### src/rtl/player_mover_pkg.sv
// Shared types and constants for the player movement logic.
//   - dir_e       : 2-bit move direction codes (up/down/left/right).
//   - pm_state_e  : player_mover FSM state encoding.
//   - Def*        : default start/exit tile coordinates, also used by the renderer.
package player_mover_pkg;

  localparam int unsigned CoordW = 5;
  localparam int unsigned CntW   = 24;

  typedef enum logic [1:0] {
    DirUp    = 2'd0,  // y + 1
    DirDown  = 2'd1,  // y - 1
    DirLeft  = 2'd2,  // x - 1
    DirRight = 2'd3   // x + 1
  } dir_e;

  typedef enum logic [1:0] {
    PmIdle  = 2'd0,
    PmCheck = 2'd1,
    PmCool  = 2'd2
  } pm_state_e;

  localparam int unsigned DefStartX = 1;
  localparam int unsigned DefStartY = 1;
  localparam int unsigned DefExitX  = 18;
  localparam int unsigned DefExitY  = 8;

endpackage

### src/rtl/player_mover_tile_step.sv
// Combinational one-tile step: returns the neighbouring tile of (pos_x_i, pos_y_i)
// in direction dir_i. Arithmetic wraps modulo 32; the wall lookup treats the
// wrapped coordinates as walls, so no bounds handling is needed here.
// Ports:
//   pos_x_i, pos_y_i : current tile
//   dir_i            : step direction
//   tgt_x_o, tgt_y_o : neighbouring tile
module player_mover_tile_step
  import player_mover_pkg::*;
(
  input  logic [CoordW-1:0] pos_x_i,
  input  logic [CoordW-1:0] pos_y_i,
  input  dir_e              dir_i,
  output logic [CoordW-1:0] tgt_x_o,
  output logic [CoordW-1:0] tgt_y_o
);

  always_comb begin
    tgt_x_o = pos_x_i;
    tgt_y_o = pos_y_i;
    unique case (dir_i)
      DirUp:    tgt_y_o = pos_y_i + CoordW'(1);
      DirDown:  tgt_y_o = pos_y_i - CoordW'(1);
      DirLeft:  tgt_x_o = pos_x_i - CoordW'(1);
      DirRight: tgt_x_o = pos_x_i + CoordW'(1);
      default:  ;
    endcase
  end

endmodule

### src/rtl/player_mover.sv
// Player mover: accepts one-step move requests, queries the combinational wall
// lookup with the target tile, then commits the move or reports a bump, and
// enforces a cooldown before the next request.
// Ports:
//   clk, rst_n          : clock, asynchronous active-low reset
//   move_valid/move_dir : move request and direction (see dir_e)
//   move_ready          : high when a request is accepted this cycle (IDLE)
//   tile_x/tile_y       : query tile to wall lookup, is_wall is its answer
//   pos_x/pos_y         : current player tile
//   moved/blocked       : one-cycle result pulses, coincident with new pos
//   at_exit             : level, player stands on the exit tile
module player_mover
  import player_mover_pkg::*;
#(
  parameter int unsigned START_X         = DefStartX,
  parameter int unsigned START_Y         = DefStartY,
  parameter int unsigned EXIT_X          = DefExitX,
  parameter int unsigned EXIT_Y          = DefExitY,
  parameter int unsigned COOLDOWN_CYCLES = 4
) (
  input  logic              clk,
  input  logic              rst_n,
  input  logic              move_valid,
  input  logic [1:0]        move_dir,
  output logic              move_ready,
  output logic [CoordW-1:0] tile_x,
  output logic [CoordW-1:0] tile_y,
  input  logic              is_wall,
  output logic [CoordW-1:0] pos_x,
  output logic [CoordW-1:0] pos_y,
  output logic              moved,
  output logic              blocked,
  output logic              at_exit
);

  localparam logic [CoordW-1:0] StartX = CoordW'(START_X);
  localparam logic [CoordW-1:0] StartY = CoordW'(START_Y);
  localparam logic [CoordW-1:0] ExitX  = CoordW'(EXIT_X);
  localparam logic [CoordW-1:0] ExitY  = CoordW'(EXIT_Y);
  localparam bit                CoolEn = (COOLDOWN_CYCLES != 0);
  // The CHECK cycle is itself the first decision cycle, so COOL runs one fewer.
  localparam logic [CntW-1:0]   CoolLoad =
      (COOLDOWN_CYCLES == 0) ? '0 : CntW'(COOLDOWN_CYCLES - 1);

  pm_state_e         state_q, state_d;
  logic [CoordW-1:0] pos_x_q, pos_x_d;
  logic [CoordW-1:0] pos_y_q, pos_y_d;
  logic [CoordW-1:0] tile_x_q, tile_x_d;
  logic [CoordW-1:0] tile_y_q, tile_y_d;
  logic              moved_q, moved_d;
  logic              blocked_q, blocked_d;
  logic [CntW-1:0]   cnt_q, cnt_d;

  logic [CoordW-1:0] tgt_x, tgt_y;

  player_mover_tile_step u_tile_step (
    .pos_x_i (pos_x_q),
    .pos_y_i (pos_y_q),
    .dir_i   (dir_e'(move_dir)),
    .tgt_x_o (tgt_x),
    .tgt_y_o (tgt_y)
  );

  always_comb begin
    state_d   = state_q;
    pos_x_d   = pos_x_q;
    pos_y_d   = pos_y_q;
    tile_x_d  = tile_x_q;
    tile_y_d  = tile_y_q;
    moved_d   = 1'b0;
    blocked_d = 1'b0;
    cnt_d     = cnt_q;

    unique case (state_q)
      PmIdle: begin
        if (move_valid) begin
          // move_dir only matters here; the target is frozen in tile_*.
          tile_x_d = tgt_x;
          tile_y_d = tgt_y;
          state_d  = PmCheck;
        end
      end
      PmCheck: begin
        if (!is_wall) begin
          pos_x_d = tile_x_q;
          pos_y_d = tile_y_q;
          moved_d = 1'b1;
        end else begin
          blocked_d = 1'b1;
        end
        if (CoolEn) begin
          state_d = PmCool;
          cnt_d   = CoolLoad;
        end else begin
          state_d = PmIdle;
        end
      end
      PmCool: begin
        if (cnt_q == '0) begin
          state_d = PmIdle;
        end else begin
          cnt_d = cnt_q - CntW'(1);
        end
      end
      default: state_d = PmIdle;
    endcase
  end

  always_ff @(posedge clk or negedge rst_n) begin
    if (!rst_n) begin
      state_q   <= PmIdle;
      pos_x_q   <= StartX;
      pos_y_q   <= StartY;
      tile_x_q  <= StartX;
      tile_y_q  <= StartY;
      moved_q   <= 1'b0;
      blocked_q <= 1'b0;
      cnt_q     <= '0;
    end else begin
      state_q   <= state_d;
      pos_x_q   <= pos_x_d;
      pos_y_q   <= pos_y_d;
      tile_x_q  <= tile_x_d;
      tile_y_q  <= tile_y_d;
      moved_q   <= moved_d;
      blocked_q <= blocked_d;
      cnt_q     <= cnt_d;
    end
  end

  assign move_ready = (state_q == PmIdle);
  assign tile_x     = tile_x_q;
  assign tile_y     = tile_y_q;
  assign pos_x      = pos_x_q;
  assign pos_y      = pos_y_q;
  assign moved      = moved_q;
  assign blocked    = blocked_q;
  assign at_exit    = (pos_x_q == ExitX) && (pos_y_q == ExitY);

endmodule

### config.mk
export PLATFORM = sky130hd
export DESIGN_NAME = player_mover
export DESIGN_NICKNAME = d
export VERILOG_FILES = /design/src/rtl/player_mover_pkg.sv /design/src/rtl/player_mover_tile_step.sv /design/src/rtl/player_mover.sv
export SDC_FILE = /design/constraint.sdc
export NUM_CORES = 1
export LEC_CHECK = 0
export ABC_AREA = 1
export BUFFER_PORTS_ARGS = -buffer_cell sky130_fd_sc_hd__buf_2
export CAP_MARGIN = 40
export CORE_MARGIN = 2
export CORE_UTILIZATION = 53
export DETAILED_ROUTE_END_ITERATION = 12
export GPL_TIMING_DRIVEN = 0
export PLACE_DENSITY = 0.86
export SYNTH_ARGS = -nofsm -noshare
export SYNTH_HDL_FRONTEND = slang
export SYNTH_SLANG_ARGS = --single-unit
export TNS_END_PERCENT = 100
### constraint.sdc
create_clock -name clk -period 1.6 [get_ports clk]
set_input_delay 0.08 -clock clk [delete_from_list [all_inputs] [get_ports clk]]
set_output_delay 0.08 -clock clk [all_outputs]
set_load 0.005 [all_outputs]
# Yosys cells after proc, flatten, opt, wreduce, memory -nomap -nowiden
# Cells that the tools add are included.
# totals
input_bits	6
ff_bits	48
out_inout_bits	24
word_cells	44
# classes
mux	11
bitwise_logic	1
eq_ne	10
reduce_logical	9
addsub	5
# op_table
cell	n
case mux 24 bit (2 select lines)	1
zero test 24 bit	1
2-to-1 mux 24 bit	1
subtractor 24 x 1 -> 24 bit (second input constant)	1
case mux 5 bit (2 select lines)	2
adder 5 x 1 -> 5 bit (second input constant)	2
subtractor 5 x 1 -> 5 bit (second input constant)	2
AND reduction 2 bit	4
== test 2 bit (second input constant)	3
inequality test 2 bit (second input constant)	3
case mux 2 bit (3 select lines)	1
== test 5 x 4 -> 1 bit (second input constant)	1
== test 5 bit (second input constant)	1
== test 2 x 1 -> 1 bit (second input constant)	2
zero test 2 bit	2
2-to-1 mux 1 bit	4
2-to-1 mux 2 bit	2
nonzero test 2 bit	1
logical AND 1 bit	1
inverter 1 bit	1

# Depth between registers and ports, before layout
# depth
word_depth	3
mapped_depth	15
ltp_nobuf	15

# Cells and area by module
# Synthesis repeated with hierarchy kept, for this count alone.
# hier_totals
cells_unflattened	424
hier_area_um2	2980.4
# modules_own_cells
module	area_each_um2	cells_each	instances	seq_area_each_um2
player_mover	2524.9	342	1	1206.2
player_mover_tile_step	455.4	82	1	0.0

# Least setup slack after synthesis
# OpenSTA, ideal clock, no wires.
# synth_timing
path_type	register to register
startpoint	reg pos_x_q[0] (netlist: pos_x[0])
endpoint	reg tile_x_q[4] (netlist: tile_x[4])
period_less_slack_ns	1.700
path_stages_with_launch	15
setup_slack_ns	-0.100
arrival_ns	1.582
n_path_buf	0
setup_time_ns	0.118
required_time_ns	1.482
path_cell_list	dfstp_2 -> inv_1 -> fa_1 -> inv_1 -> nand2_1 -> nand2_1 -> nand2_1 -> nand2_1 -> inv_1 -> nand2_1 -> nand2_1 -> nand2_1 -> nand2_1 -> nand2_1 -> nand2_1
# synth_via
elab_chain_len	2
word_cells_on_any_way	3
cone_classes	add/sub: 2; mux: 1
# synth_rtl
element	line_no	rtl
start: declaration	player_mover.sv:46	logic [CoordW-1:0] pos_x_q, pos_x_d;
start signal: assignment	player_mover.sv:112	pos_x_q <= StartX;
start signal: assignment	player_mover.sv:121	pos_x_q <= pos_x_d;
adder 5 x 1 -> 5 bit / subtractor 5 x 1 -> 5 bit (equally long branches)	player_mover_tile_step.sv:25, player_mover_tile_step.sv:24	
case mux 5 bit (2 select lines) (*)	player_mover_tile_step.sv:21	unique case (dir_i)
end signal: assignment	player_mover.sv:114	tile_x_q <= StartX;
end signal: assignment	player_mover.sv:123	tile_x_q <= tile_x_d;
end: declaration	player_mover.sv:48	logic [CoordW-1:0] tile_x_q, tile_x_d;
# Mark *: on every way between the ends. The rest lies on a longest branch, timed or not.
# A chain may end at the register's enable or synchronous reset.

# Final worst setup path
# layout_timing
startpoint	reg cnt_q[18]
endpoint	reg cnt_q[7]
# layout_via
elab_chain_len	3
# layout_rtl
element	line_no	rtl
start: declaration	player_mover.sv:52	logic [CntW-1:0] cnt_q, cnt_d;
start signal: assignment	player_mover.sv:127	cnt_q <= cnt_d;
zero test 24 bit	player_mover.sv:99	if (cnt_q == '0) begin
inequality test 2 bit (no line)	n/a	
AND reduction 2 bit (no line)	n/a	
# No other way between the ends.

==> run_results.csv <==
group,metric,value,unit
floorplanning,io_pins,30,
outcome,status,"complete, but fails checks",
sta,post-route-min-period,1.75,ns
final_layout,regArea,1210,sq um
sta,setup_viol,25,
clock_tree,cts_buffer_depth,2,
power_and_ir_drop,p_total,0.00833,W
clock_tree,clk_pin_slew,0.10,ns
logic_synthesis,syn_avg_cell_area,7.29,sq um
logic_synthesis,synth_edf_count,0,
logic_synthesis,yosysSeqAreaShare,0.420,
clock_tree,clock_sinks,48,
drt,drc,0,
drt,drtAntennaViolNets,0,
floorplanning,initial_utilization,0.555,
sta,clock_skew,0.0172,ns
placement,post-dp-hpwl,4.80,mm
logic_synthesis,syn_inst,394,
drt,via_per_inst,5.63,
worst_setup_path,arrival,1.99,ns
final_layout,drive_gt1_frac,0.345,
sta,fmax,0.571,GHz
floorplanning,die_w,77.6,um
worst_setup_path,startpoint,"cnt_q[18]$_DFFE_PN0P_",
sta,finalCritPeriodShare,1.09,
drt,drt_iter0_drc,296,
worst_hold_path,hold_path.class,"in -> reg",
logic_synthesis,async_flop_share,1.00,
worst_hold_path,hp-start,"move_dir[0]",
power_and_ir_drop,powerDensity,2170,nW/um^2
sta,slew_viol_final,0,
drt,routedWlPerCell,16.0,um
drt,vias,3076,
final_layout,area.growth.synth_to_final,33.6,%
outcome,violations,"negative setup slack",
worst_setup_path,worstPathRequired,1.83,ns
worst_setup_path,path_class,"reg -> reg",
clock_tree,cts_buffers,5,
drt,routed_wl,8.72,mm
floorplanning,dieArea,6020,sq um
logic_synthesis,ys.flop_type,"dfrtp_1",
floorplanning,die_y,77.6,um
sta,tightest_slew,0.573,ns
global_route,grt_usage,0.271,
global_route,antenna_found_initial,0,
clock_tree,cts-htree-levels,2,
logic_synthesis,ys_ff_latch,48,
sta,hold_viol_final,0,
logic_synthesis,syn_nets,410,
floorplanning,design.core.area,5170,sq um
clock_tree,worstSkewPairLatency,0.30,ns
clock_tree,cts-root-buf,"clkbuf_8",
sta,rsz0062_at_grt,"yes",
placement,port_buffers,29,
power_and_ir_drop,peakVddDrop,1.06,mV
global_route,grt_max_degree,29,
final_layout,diodes,0,
final_layout,final_common_cell,"nand2_1",
run,maxCapViolCount,0,
sta,slew_headroom,0.618,
worst_setup_path,start_kind,"register",
global_route,grt_pass1_vias,2945,
global_route,grt_pass1_wl,13.2,mm
final_layout,most-common-layout-cells,"nand2_1 (100), inv_1 (42), dfrtp_1 (39)",
logic_synthesis,synth-warning-count,0,
placement,pre_cts_ws,-0.173,ns
global_route,grt_overflow,0,
power_and_ir_drop,leakagePower,1.97,nW
floorplanning,placementRows,26,
final_layout,fillerInstances,335,
worst_setup_path,timing.rr.start,"cnt_q[18]$_DFFE_PN0P_",
worst_setup_path,critPathCaptureType,"register",
final_layout,final_net_count,491,
placement,place_congestion,0.944,
clock_tree,cts_tree,"yes",
drt,firstDrtPassIters,5,
worst_setup_path,path_max_fanout,8,
final_layout,multiInputGateArea,1660,sq um
sta,fin_ws,-0.152,ns
logic_synthesis,ys_types,30,
logic_synthesis,syn_area,2870,sq um
==> final cells by class <==
class,instances,area share
plain buffers,6,0.0101
clock buffers,8,0.0261
inverters,52,0.0518
multi-input cells,288,0.433
flip-flops and latches,48,0.316
well taps,70,0.0228
repair buffers,74,0.140
==> power by group <==
group	total [W]	switching, W	internal (W)
Combinational	0.00527	0.00310	0.00217
Clock	0.000798	0.000402	0.000395
Sequential	0.00226	0.000532	0.00173
==> worst max-delay path: stages, from the launching register on <==
cell and delay (ns):
dfrtp_1 0.43, nor2_1 0.19, nand2_1 0.14, nor2_4 0.16
nand3_4 0.13, nand2_4 0.12, clkinvlp_4 0.23, nand2_2 0.14
nand2_1 0.06, o21ai_1 0.08
==> layer usage <==
metal  vias to the layer above  track usage  part of all wire
met5                         -            0                 0
met4                         0        0.143             0.040
met3                        41       0.0465             0.069
met2                       203        0.451              0.50
met1                      1427        0.336              0.39
li1                       1405            -                 -
==> per-stage QoR <==
stage	cells	hold slack, ns	util	setup TNS [ns]	instance area (sq um)
finish	546	0.195	0.742	-2.19	3840
global route	546	0.241	0.742	-4.13	3840
CTS	530	0.184	0.678	-0.0417	3510
detailed placement	494	0.0784	0.605	-2.97	3130
global placement	493	0.309	0.601	-2.08	3110
floorplan	394	-0.216	-	0	2880
==> synth_stat cells, types with 4 or more instances <==
library cell | n | area share
nand2_1 | 124 | 0.16
inv_1 | 49 | 0.064
nor2_1 | 48 | 0.063
dfrtp_1 | 44 | 0.38
nand3_1 | 28 | 0.049
o21ai_0 | 28 | 0.049
nand4_1 | 10 | 0.022
ha_1 | 8 | 0.035
nor2_2 | 8 | 0.017
xor2_1 | 6 | 0.018
a21oi_1 | 4 | 0.0070
dfstp_2 | 4 | 0.037
nor2_4 | 4 | 0.016
o21ai_1 | 4 | 0.0070
==> kinds of logic after synthesis <==
kind of cell / after synthesis / share of synthesized area
AOI/OAI and AO/OA: 42 / 0.0814
xor gates and xnor gates: 9 / 0.0274
DFF: 48 / 0.420
buffers and inverters: 58 / 0.0797
adders and majority gates: 10 / 0.0488
and+or+nand+nor: 227 / 0.343
==> registers in the layout (all words and copies together), names as in the netlist <==
name,count
blocked,1
cnt_q,24
moved,1
pos_x,5
pos_y,5
state_q,2
tile_x,5
tile_y,5
==> path summary, 6_finish.rpt <==
check / slack, ns / endpoint / cells past startpoint
setup / recovery: -0.15 / cnt_q[7]$_DFFE_PN0P_ / 9
hold / removal: 0.19 / tile_y[4]$_DFFE_PN0P_ / 5
setup reg to reg: -0.15 / cnt_q[7]$_DFFE_PN0P_ / 9
hold reg to reg: 0.50 / pos_y[0]$_DFFE_PN1P_ / 2
max in group asynchronous: 0.72 / pos_y[0]$_DFFE_PN1P_ / 3
min in group asynchronous: 0.28 / cnt_q[12]$_DFFE_PN0P_ / 2
==> timing repair <==
item / CTS / global route
resized for setup: 18 / 74
endpoints found under the hold margin: 21 / 0
setup buffers: 25 / 18
hold buffers: 2 / 0
pin swaps: 10 / 26
setup endpoints to repair: 21 / 38
cloned: 1 / 0
(Power assumes the default switching activity.)
